$ cat src/rtl/display_arbiter_if.sv
// display_arbiter_if: requester/display-side signals of the display arbiter
interface display_arbiter_if;
  logic [3:0] req_i;
  logic [63:0] data_i;
  logic [3:0] ack_o;
  logic [1:0] owner_o;
  logic busy_o;
  logic [15:0] reg_16_o;
  modport master (output req_i, data_i, input ack_o, owner_o, busy_o, reg_16_o);
  modport slave (input req_i, data_i, output ack_o, owner_o, busy_o, reg_16_o);
endinterface

$ cat src/rtl/display_arbiter.sv
// display_arbiter: round-robin sharing of the 7-segment display with a minimum hold time per owner
module display_arbiter #(
  parameter int unsigned HOLD_CYCLES = 50_000_000,
  parameter logic [15:0] IDLE_VALUE = 16'h0000
) (
  input logic clk_i,
  input logic rst_i,
  display_arbiter_if.slave bus
);
  localparam int unsigned CW = $clog2(HOLD_CYCLES + 1);
  typedef enum logic {IDLE, HOLD} state_t;
  state_t state, state_n;
  logic [CW-1:0] cnt, cnt_n;
  logic [1:0] ptr, ptr_n, owner, owner_n, win;
  logic [3:0] ack, ack_n;
  logic [15:0] val, val_n;
  logic expire, grant, refresh;
  // search starts just after the pointer; the pointer itself (last winner) comes last
  function automatic logic [1:0] pick(input logic [3:0] r, input logic [1:0] p);
    pick = p;
    for (int i = 4; i >= 1; i--)
      if (r[p + 2'(i)]) pick = p + 2'(i);
  endfunction
  always_comb begin
    win = pick(bus.req_i, ptr);
    expire = state == HOLD && cnt == CW'(HOLD_CYCLES - 1);
    grant = |bus.req_i && (state == IDLE || expire);
    refresh = state == HOLD && !expire && bus.req_i[owner];
    state_n = grant ? HOLD : expire ? IDLE : state;
    cnt_n = (grant || expire || state == IDLE) ? '0 : cnt + CW'(1);
    ptr_n = grant ? win : ptr;
    owner_n = grant ? win : owner;
    ack_n = grant ? 4'(1) << win : refresh ? 4'(1) << owner : 4'b0;
    val_n = grant ? bus.data_i[16*win +: 16] : refresh ? bus.data_i[16*owner +: 16] : val;
  end
  always_ff @(posedge clk_i) begin
    if (rst_i) begin
      state <= IDLE;
      cnt <= '0;
      ptr <= 2'd3;
      owner <= 2'd0;
      ack <= 4'b0;
      val <= IDLE_VALUE;
    end else begin
      state <= state_n;
      cnt <= cnt_n;
      ptr <= ptr_n;
      owner <= owner_n;
      ack <= ack_n;
      val <= val_n;
    end
  end
  assign bus.ack_o = ack;
  assign bus.owner_o = owner;
  assign bus.busy_o = state == HOLD;
  assign bus.reg_16_o = val;
endmodule

$ cat src/flat_wrapper.sv
// flat-port wrapper written by rule: the top's interface ports become plain ports
module display_arbiter_flat 
#(
  parameter int unsigned HOLD_CYCLES = 50_000_000,
  parameter logic [15:0] IDLE_VALUE = 16'h0000
)
  (clk_i, rst_i, bus_req_i, bus_data_i, bus_ack_o, bus_owner_o, bus_busy_o, bus_reg_16_o);
  display_arbiter_if bus_i ();
  input logic clk_i;
  input logic rst_i;
  input wire logic [$bits(bus_i.req_i)-1:0] bus_req_i;
  input wire logic [$bits(bus_i.data_i)-1:0] bus_data_i;
  output wire logic [$bits(bus_i.ack_o)-1:0] bus_ack_o;
  output wire logic [$bits(bus_i.owner_o)-1:0] bus_owner_o;
  output wire logic [$bits(bus_i.busy_o)-1:0] bus_busy_o;
  output wire logic [$bits(bus_i.reg_16_o)-1:0] bus_reg_16_o;
  assign bus_i.req_i = bus_req_i;
  assign bus_i.data_i = bus_data_i;
  assign bus_ack_o = bus_i.ack_o;
  assign bus_owner_o = bus_i.owner_o;
  assign bus_busy_o = bus_i.busy_o;
  assign bus_reg_16_o = bus_i.reg_16_o;
  display_arbiter #(.HOLD_CYCLES(HOLD_CYCLES), .IDLE_VALUE(IDLE_VALUE)) u_core (.clk_i(clk_i), .rst_i(rst_i), .bus(bus_i));
endmodule
$ cat config.mk
export PLATFORM = sky130hd
export DESIGN_NAME = display_arbiter_flat
export DESIGN_NICKNAME = d
export VERILOG_FILES = /design/src/rtl/display_arbiter_if.sv /design/src/rtl/display_arbiter.sv /design/src/flat_wrapper.sv
export SDC_FILE = /design/constraint.sdc
export NUM_CORES = 1
export LEC_CHECK = 0
export BUFFER_PORTS_ARGS = -buffer_cell sky130_fd_sc_hd__buf_2
export CORE_ASPECT_RATIO = 1.5
export CORE_MARGIN = 2
export CORE_UTILIZATION = 41
export CTS_CLUSTER_SIZE = 25
export DETAILED_ROUTE_END_ITERATION = 8
export PLACE_DENSITY = 0.67
export SETUP_SLACK_MARGIN = 0.3
export SLEW_MARGIN = 25
export SYNTH_ARGS = -nofsm -noshare
export SYNTH_HDL_FRONTEND = slang
export SYNTH_SLANG_ARGS = --single-unit
$ cat constraint.sdc
create_clock -name clk_i -period 6.03 [get_ports clk_i]
set_clock_uncertainty 0.15 [all_clocks]
set_input_delay 0 -clock clk_i [delete_from_list [all_inputs] [get_ports clk_i]]
set_output_delay 0 -clock clk_i [all_outputs]
set_load 0.005 [all_outputs]
## Word-level counts from Yosys, hierarchy flattened

Cells that the tools add are included.

- Add/sub/neg operators: 4
- Multiply operators: 0
- Div/mod/pow operators: 0
- $lt $le $gt $ge: 4
- Eq/ne operators: 1
- Shift operators: 4
- Mux-type cells: 17
- Bitwise operators: 1
- Reductions and logical operators: 12

Operator list:

| kind | count |
|---|---|
| $shiftx 64x7->16 | 2 |
| $mux 16 | 2 |
| $add 26x1->26 const B | 1 |
| $eq 26x26->1 const B | 1 |
| $lt 2x3->1 const B | 4 |
| $bmux 1 s2 | 4 |
| $mux 4 | 2 |
| $shl 1x2->4 const A | 2 |
| $mux 1 | 6 |
| $mux 2 | 3 |
| $add 2x2->2 const B | 2 |
| $logic_and 1x1->1 | 4 |
| $reduce_bool 2->1 | 2 |
| $reduce_or 4->1 | 1 |
| $logic_or 1x1->1 | 3 |
| $add 2x1->2 const B | 1 |
| $reduce_or 2->1 | 1 |
| $logic_not 1->1 | 1 |
| $not 1->1 | 1 |

- Register bits after elaboration: 51
- Latch bits: 0
- Memory bits (writable): 0
- Memory bits (read-only): 0
- Input port bits: 70
- Word-level logic and storage cells: 49
- Memories kept: 0

## Logic depth before layout (Yosys ltp)

- Depth in word-level cells: 8
- Depth in mapped cells: 10

## Worst setup path before layout

Ideal clock, no wire load.

- Path type: reg-to-reg
- Start: register u_core.cnt[0]
- End: register u_core.val[0], in the netlist u_core.bus.reg_16_o[0]
- Library setup time: 129 ps
- Arrival: 2,110 ps
- Required time: 5,751 ps
- Slack: 3,640 ps
- Stages on the path, launching flop included: 11
- Period minus slack after synthesis: 2,390 ps
- Path through: dfxtp_1 > ha_1 > and3_4 > nand4_4 > o31a_1 > o21ai_4 > and2_4 > buf_12 > buf_12 > mux2i_1 > o211ai_2

- Word-level cells in the longest chain between the ends: 6
- Elaborated cells between the ends (all ways): 9

Ends and longest elaborated chain:

| what | line | RTL |
|---|---|---|
| start, declared | display_arbiter.sv:13 | `logic [CW-1:0] cnt, cnt_n;` |
| start signal, assigned | display_arbiter.sv:46 | `cnt <= cnt_n;` |
| $eq 26x26->1 * | display_arbiter.sv:26 | `expire = state == HOLD && cnt == CW'(HOLD_CYCLES - 1);` |
| $logic_and 1x1->1 * | display_arbiter.sv:26 |  |
| $logic_not 1->1 | display_arbiter.sv:28 | `refresh = state == HOLD && !expire && bus.req_i[owner];` |
| $logic_and 1x1->1 (2 in a row) | display_arbiter.sv:28 |  |
| $reduce_bool 2->1 (no line) | -- |  |
| end signal, assigned | display_arbiter.sv:50 | `val <= val_n;` |
| end, declared | display_arbiter.sv:16 | `logic [15:0] val, val_n;` |

Mark *: on every way between the ends. The rest lies on a longest branch, timed or not.
A chain may end at the register's enable or synchronous reset.

## Worst setup path after layout

- Start: register u_core.cnt[0]
- End: register u_core.val[14], in the netlist u_core.bus.reg_16_o[14]

Same word-level chain as after synthesis.

==> impl_metrics.py <==
metrics = {
    "routing": {
        "wl_mm": 7.05,
        "antenna_left": 0,
        "vias": 2715,
        "drc_errors": 0,
        "viasPerCell": 5.18,
        "wire_per_inst_um": 13.5,
        "first_iter_violations": 149,
        "drt_pre_antenna_iters": 4,
    },
    "sta": {
        "finalCriticalPeriod_ns": 4.08,
        "setup_tns_ns": 0,
        "final-hold-violation-count": 0,
        "rsz0062_at_grt": "false",
        "fmax_mhz": 245,
        "setup_viol": 0,
        "worst_pin_slew_ns": 0.972,
        "timing.final.crit_share": 0.676,
        "drv_slew": 0,
        "slew_headroom": 0.346,
        "setup_slack_ns": 1.95,
    },
    "worst_setup_path": {
        "worstPathCellList": "ha_1 > and3_4 > nand4_4 > o31a_1 > o21ai_4 > and2_4 > mux2i_1 > dlygate4sd3_1 > o211ai_2 > dlygate4sd3_1",
        "cp_data_arrival_time_ns": 4.13,
        "cp_slowest_stage_delay_ns": 0.59,
        "path_common_cell": "dlygate4sd3_1",
        "crit_type": "reg2reg",
        "r2r_cells": 10,
        "cp_max_fo": 33,
        "crit_path_end_kind": "flip-flop",
        "reg2reg_to": "u_core.bus.reg_16_o[14]$_SDFFE_PP0P_",
        "rrSetupSlack_ns": 1.95,
        "startpoint_type": "flip-flop",
        "crit_slowest_cell": "dlygate4sd3_1",
        "r2r_start": "u_core.cnt[0]$_SDFF_PP0_",
        "critPathRequiredTime_ns": 6.08,
    },
    "clock_tree": {
        "root_buffer": "clkbuf_8",
        "cts_buffer_depth": 2,
        "clock_sinks": 51,
        "cts_made_buffers": 5,
        "h-tree-depth": 2,
        "tritoncts": "yes",
        "clkTransAtPathRegs_ns": 0.10,
        "clk_latency_ns": 0.31,
    },
    "placement": {
        "numPortBuffers": 92,
        "preCtsSetupSlack_ns": 3.05,
        "place.detailed.hpwl_mm": 4.79,
        "gp_congestion": 0.792,
    },
    "floorplanning": {
        "die_area_um2": 7440,
        "core_area_um2": 6530,
        "die_width_um": 71.1,
        "die_y_um": 105,
        "pin_count": 93,
        "initial_utilization": 0.424,
        "rows": 36,
    },
    "global_routing": {
        "grt_overflow": 0,
        "grt_pass1_wl_mm": 11.9,
        "grt_use_total": 0.193,
        "antenna_found_initial": 0,
        "grt_pass1_vias": 2797,
        "grt_max_degree": 35,
    },
    "logic_synthesis": {
        "ys_types": 54,
        "synth_ff_type": "dfxtp_1",
        "syn_inst": 310,
        "ys_ff_latch": 51,
        "syn_avg_cell_area_um2": 8.93,
        "syn-num-nets": 381,
        "synth_edf_count": 0,
        "async_flop_share": 0,
        "ys_seq_area_frac": 0.369,
        "syn-cell-area_um2": 2770,
        "yosysWarningCount": 0,
    },
    "final_layout": {
        "nFillCells": 565,
        "final_nets": 518,
        "final_common_cell": "buf_2",
        "diodes": 0,
        "utilization": 0.591,
        "area_growth_pct": 39.4,
        "layout_common_cells": "92 x buf_2, 53 x dlygate4sd3_1, 51 x dfxtp_1",
        "drive_gt1_frac": 0.283,
    },
    "min_path": {
        "hold_end": "u_core.cnt[0]$_SDFF_PP0_",
        "hold_path.startpoint": "u_core.cnt[0]$_SDFF_PP0_",
        "min_path_cells": 1,
        "hold_path.class": "reg2reg",
    },
    "power_and_ir_drop": {
        "peakVddDrop_mv": 0.0962,
        "power_per_cell_area_nw_per_um2": 205,
        "p_leak_nw": 1.77,
    },
    "run": {
        "cap_violations": 0,
    },
    "status": {
        "status": "finished, final reports clean",
    },
}
-- cells by family (layout without fill, tap and decap cells) --
logic type,Yosys count,after routing,share of synthesized area
and+or+nand+nor,127,127,0.249
AOI/OAI and AO/OA,73,73,0.202
DFF,51,51,0.369
xor gates and xnor gates,21,21,0.0664
buffers and inverters,20,158,0.0425
muxes,17,17,0.0660
adders and majority gates,1,1,0.00452
-- per-stage QoR --
stage / hold WS [ns] / power [mW] / cells / instance area [µm²]
finish: 0.325 / 0.790 / 524 / 3860
global route: 0.364 / 0.830 / 524 / 3860
CTS: 0.331 / 0.791 / 524 / 3860
detailed placement: 0.157 / 0.526 / 463 / 3230
global placement: 0.141 / 0.523 / 463 / 3230
floorplan: 0.0534 / 0.476 / 310 / 2770
-- power breakdown --
group	switching [mW]	internal [mW]	total (mW)
registers	0.0142	0.358	0.372
logic	0.0831	0.115	0.198
clock network	0.115	0.105	0.219
-- final cells by class --
class / instances / area (µm²) / share of cell area
flip-flops and latches: 51 / 1020 / 0.265
clock inverters: 1 / 7.51 / 0.00194
inverters: 5 / 18.8 / 0.00486
well taps: 76 / 95.1 / 0.0246
repair buffers: 145 / 991 / 0.257
multi-input cells: 239 / 1630 / 0.422
clock buffers: 7 / 96.3 / 0.0250
-- synth_stat cells (2+ instances only) --
cell / count / area, µm²
and3_2: 2 / 15.0
buf_12: 2 / 40.0
o211ai_1: 7 / 52.6
nor4_1: 2 / 12.5
nand2b_1: 2 / 12.5
clkbuf_1: 10 / 37.5
o211ai_2: 9 / 113
buf_2: 2 / 10.0
a21boi_0: 16 / 120
dfxtp_1: 51 / 1020
or3_1: 3 / 18.8
mux2i_1: 16 / 160
nor2_1: 37 / 139
nand2_1: 31 / 116
and3_1: 20 / 125
xnor2_1: 6 / 52.6
a2bb2oi_1: 2 / 17.5
inv_1: 5 / 18.8
xor2_1: 15 / 131
a22oi_1: 2 / 15.0
nand4_1: 3 / 18.8
a21oi_1: 7 / 35.0
o21ai_0: 22 / 110
nand3_1: 8 / 40.0
-- flip-flops by register name, indices dropped and copies added (netlist names) --
signal / cells
u_core.bus.ack_o: 4
u_core.ptr: 2
u_core.bus.owner_o: 2
u_core.cnt: 26
u_core.bus.busy_o: 1
u_core.bus.reg_16_o: 16
-- how the worst max path moves through the flow --
stage,from,to
after floorplan,u_core.cnt[0]$_SDFF_PP0_,u_core.bus.reg_16_o[0]$_SDFFE_PP0P_
after global placement,u_core.cnt[0]$_SDFF_PP0_,u_core.bus.reg_16_o[12]$_SDFFE_PP0P_
after detailed placement,u_core.cnt[0]$_SDFF_PP0_,u_core.bus.reg_16_o[1]$_SDFFE_PP0P_
after CTS,u_core.cnt[0]$_SDFF_PP0_,u_core.bus.reg_16_o[1]$_SDFFE_PP0P_
after global routing,u_core.cnt[0]$_SDFF_PP0_,u_core.bus.reg_16_o[3]$_SDFFE_PP0P_
final,u_core.cnt[0]$_SDFF_PP0_,u_core.bus.reg_16_o[14]$_SDFFE_PP0P_
-- per-layer routing --
layer	global-route usage	part of all wire
met1	0.215	0.39
met5	0	0
met2	0.349	0.52
met4	0.0916	0.035
met3	0.0318	0.046
-- critical path, delay by kind of cell, from the launching register on --
family                     cells  cell delay, ns
AOI/OAI and AO/OA              3            0.99
buffers and inverters          2            1.17
muxes                          1            0.24
DFF                            1            0.39
and+or+nand+nor                3            0.81
adders and majority gates      1            0.20
-- what timing repair did --
action	in CTS	in global routing
setup endpoints to repair	0	0
gates resized for setup	0	0
setup buffers	0	0
endpoints found under the hold margin	25	0
hold buffers	53	0
Note: power is estimated with default switching activity, not from simulation.
